==> src/rtl/interval_timer_pkg.sv <==
// interval_timer_pkg: state encoding and interval address constants shared by the timer, parameter store and controller FSM.
package interval_timer_pkg;
  typedef logic [1:0] state_t;
  localparam state_t IDLE   = 2'd0;
  localparam state_t FETCH  = 2'd1;
  localparam state_t COUNT  = 2'd2;
  localparam state_t EXPIRE = 2'd3;
  localparam logic [1:0] ADDR_BASE = 2'b00;
  localparam logic [1:0] ADDR_EXT  = 2'b01;
  localparam logic [1:0] ADDR_YEL  = 2'b10;
endpackage

==> src/rtl/interval_timer.sv <==
// interval_timer: fetches an interval from the parameter store, counts that many 1 Hz ticks, then pulses expired.
module interval_timer
  import interval_timer_pkg::*;
#(
  parameter int VALUE_W = 4,
  parameter int ADDR_W  = 2
) (
  input  logic               clk,
  input  logic               sys_reset,
  input  logic               start_timer,
  input  logic [ADDR_W-1:0]  interval_sel,
  output logic [ADDR_W-1:0]  interval_address,
  input  logic [VALUE_W-1:0] output_value,
  input  logic               one_hz_enable,
  output logic               expired,
  output logic               busy,
  output logic [VALUE_W-1:0] remaining
);
  state_t r_state;
  state_t w_next;
  logic [ADDR_W-1:0]  r_addr;
  logic [VALUE_W-1:0] r_rem;
  always_ff @(posedge clk or posedge sys_reset) begin
    if (sys_reset) r_state <= IDLE;
    else r_state <= w_next;
  end
  // start_timer retriggers from any state and beats a coincident tick
  always_comb begin
    w_next = start_timer ? FETCH :
             (r_state == FETCH) ? ((output_value == '0) ? EXPIRE : COUNT) :
             (r_state == COUNT) ? ((one_hz_enable && r_rem == VALUE_W'(1)) ? EXPIRE : COUNT) :
             IDLE;
  end
  always_ff @(posedge clk or posedge sys_reset) begin
    if (sys_reset) begin
      r_addr <= '0;
      r_rem  <= '0;
    end else begin
      if (start_timer) r_addr <= interval_sel;
      if (r_state == FETCH) r_rem <= output_value;
      else if (r_state == COUNT && one_hz_enable && !start_timer && r_rem != '0) r_rem <= r_rem - 1'b1;
    end
  end
  always_comb begin
    expired = (r_state == EXPIRE);
    busy    = (r_state == FETCH) || (r_state == COUNT);
  end
  assign interval_address = r_addr;
  assign remaining        = r_rem;
endmodule
==> config.mk <==
export PLATFORM = sky130hd
export DESIGN_NAME = interval_timer
export DESIGN_NICKNAME = d
export VERILOG_FILES = /design/src/rtl/interval_timer_pkg.sv /design/src/rtl/interval_timer.sv
export SDC_FILE = /design/constraint.sdc
export NUM_CORES = 1
export LEC_CHECK = 0
export CORE_AREA = 2 2 39 41
export DETAILED_ROUTE_END_ITERATION = 16
export DIE_AREA = 0 0 41 43
export GPL_TIMING_DRIVEN = 0
export HOLD_SLACK_MARGIN = 0.03
export PLACE_DENSITY = 0.65
export RECOVER_POWER = 100
export SLEW_MARGIN = 20
export SYNTH_ARGS = -nofsm -noshare
export SYNTH_HDL_FRONTEND = slang
export SYNTH_SLANG_ARGS = --single-unit
==> constraint.sdc <==
create_clock -name clk -period 2 [get_ports clk]
set_clock_uncertainty 0.05 [all_clocks]
set_input_delay 0.3 -clock clk [delete_from_list [all_inputs] [get_ports clk]]
set_output_delay 0.3 -clock clk [all_outputs]
set_load 0.005 [all_outputs]
==> reports/metrics.cfg <==
[finish]
final_nets=83
final_common_cell=dlygate4sd3_1
antenna_cells=0
fin_area_um2=670.6
area_delta_synth_final_pct=46.45
drive_above_1_share_pct=7.576
layout_common_cells=9 x dlygate4sd3_1, 8 x inv_1, 8 x clkdlybuf4s50_1, 8 x dfrtp_1, 5 x ha_1

[synth]
synth_seq_cells=8
synthMuxAreaShare_pct=4.918
netlist_area_um2=457.9
synth_top_family_by_area=simple AND/OR/NAND/NOR gates
syn_nets=61
syn_avg_cell_area_um2=9.955
post-synth-top-area-fraction_pct=43.72
post_synth_xor_area_fraction_pct=0
synth_area_leaders=dfrtp_1 44%, ha_1 14%, inv_1 6.6%
postSynthCellCount=46
synth_top_area_cell=dfrtp_1
synth_simple_gate_area_share_pct=16.94
synth-adder-area-share_pct=13.66
synth_warnings=0
synth_cell_types=17
synth_compound_area_share_pct=14.21
ys_seq_area_share_pct=43.72

[timing]
tightest_slew_ps=550.1
rsz0062_at_grt=false
max_freq_ghz=0.5310
slew_viol_final=0
setup_ws_ps=116.9
setup_viol=0
hold_violations=0
setup_tns_ps=0
slew-limit-headroom_pct=63.25
fin_crit_ps=1883
finalCritPeriodShare_pct=94.16

[critical_path]
r2r_cells=5
worstSetupStartpoint=r_state[0]$_DFF_PP0_
reg2reg_slack_ps=310
cp.depth=4
crit_required_ps=1650
timing.rr.end=remaining[1]$_DFFE_PP0P_
crit_end=busy
setup.worst_path.class=reg2out
crit_top_cell=inv_1
cp.arrival_ps=1530
worstPathBufferInverterCount=3
path_delay_family=buffers and inverters
slowest_stage=clkdlybuf4s50_1
timing.rr.start=remaining[0]$_DFFE_PP0P_
crit_chain=inv_1 -> ha_1 -> inv_1 -> clkdlybuf4s50_1
critPathCaptureType=output port
slowest_delay_ps=490
critPathMaxFanout=3
cp-start-kind=flop

[detailed_routing]
post-route-drc-count=0
viasPerCell=4.841
dr_wl_met3_um=115
dr.max_layer_used=met4
wl_met2_um=384
drt-met1-wl_um=407
wl_per_cell_um=11.16
first_pass_iters=2
vias=397
drtIter0Drc=16
drtAntennaViolNets=0
wl_um=915

[floorplan]
dieArea_um2=1763
initial_core_util_pct=33.09
pin_count=18
fp.dieW_um=41
num_rows=14
dieHeight_um=43
core_area_um2=1384

[pwr]
sw_frac_of_total_pct=28.09
pwr-share-comb_pct=27.5
power_frac_seq_pct=44.9
clockPowerShare_pct=27.6
total_leakage_power_nw=0.2912
pwr_density_cell_nw_per_um2=680.7
p_sw_mw=0.1282
ir_drop_uv=377.0
intPower_mw=0.3283

[grt]
grt_antenna_before_repair=0
gr-total-overflow=0
grt_pass1_wl_um=1614
grt_pass1_vias=375
grt_max_degree=9
grtUsageTotal_pct=14.46

[cts]
htreeDepth=1
cts_setup_buffers=0
cts_buffer_depth=2
cts.clk_slew.worst_paths_ps=60
cts_root_buffer=clkbuf_4
numCtsBuffers=3
cts_resized=0
cts.sinks=8
worstSkewPairLatency_ps=260
cts_tree=yes
postCtsHoldBufs=0

[placement]
dpl.hpwl_um=733.5
port_buffers=17
place_area_um2=648.1
place.gp.congestion=0.6970
pre_cts_slack_ps=85.92

[flow_run]
maxCapViolCount=0

[hold_path]
hp-class=in2async

[outcome]
outcome=completed

==> per-layer routing <==
layer  vias up  GRT usage [%]
li1        204              -
met1       173          17.76
met2        18          18.44
met3         2          10.99
met4         0          6.000
met5         -              0
==> area by class of cell <==
type	instances	area [µm²]
well taps	16	20.02
repair buffers	17	170.2
inverters	8	30.03
clock buffers	3	22.52
fillers	143	713.2
multi-input cells	30	227.7
flip-flops and latches	8	200.2
==> synthesized netlist by cell type <==
library cell  count
nor4b_1           1
o41ai_1           1
ha_1              5
nand2b_1          1
o21a_1            1
nor2_1            4
dfrtp_1           8
or3_1             2
a31oi_1           4
inv_1             8
nor3_1            1
mux2_2            2
nor3b_1           1
or4_1             2
o21ai_0           3
o31a_1            1
nand3b_1          1
==> cell families (layout without fill, tap and decap cells) <==
| family | after synthesis | in the layout |
|---|---|---|
| AO/OA/AOI/OAI | 10 | 10 |
| adder cells (fa/ha/maj) | 5 | 5 |
| buffers and inverters | 8 | 28 |
| flip-flops | 8 | 8 |
| multiplexers | 2 | 2 |
| AND/OR/NAND/NOR | 13 | 13 |
==> power groups by stage <==
| stage | combinational (mW) | clock (mW) | sequential (mW) |
|---|---|---|---|
| after detailed placement | 0.136 | 0 | 0.209 |
| after global routing | 0.144 | 0.145 | 0.209 |
| after global placement | 0.134 | 0 | 0.209 |
| after CTS | 0.137 | 0.130 | 0.206 |
| final | 0.126 | 0.126 | 0.205 |
| after floorplan | 0.0568 | 0 | 0.206 |
==> state kept, by name, summed over array words and instances (netlist names) <==
name,count
r_state,2
remaining,4
interval_address,2
==> stage by stage <==
stage | hold slack (ps) | cells | util, % | total power [mW]
floorplan | 65.66 | 46 | - | 0.2632
global placement | 439.5 | 79 | 46.84 | 0.3430
detailed placement | 446.4 | 79 | 46.84 | 0.3449
CTS | 246.5 | 82 | 48.46 | 0.4727
global route | 420.0 | 82 | 48.46 | 0.4983
finish | 365.8 | 82 | 48.46 | 0.4565
==> worst min-delay path by stage <==
stage                                            to  cells past startpoint                            start
floorplan           interval_address[0]$_DFFE_PP0P_                      1                        sys_reset
global placement    interval_address[0]$_DFFE_PP0P_                      1  interval_address[0]$_DFFE_PP0P_
detailed placement  interval_address[0]$_DFFE_PP0P_                      1  interval_address[0]$_DFFE_PP0P_
CTS                        remaining[2]$_DFFE_PP0P_                      2                        sys_reset
global route                   r_state[1]$_DFF_PP0_                      2                        sys_reset
finish                     remaining[2]$_DFFE_PP0P_                      2                        sys_reset
(Power assumes the default switching activity.)
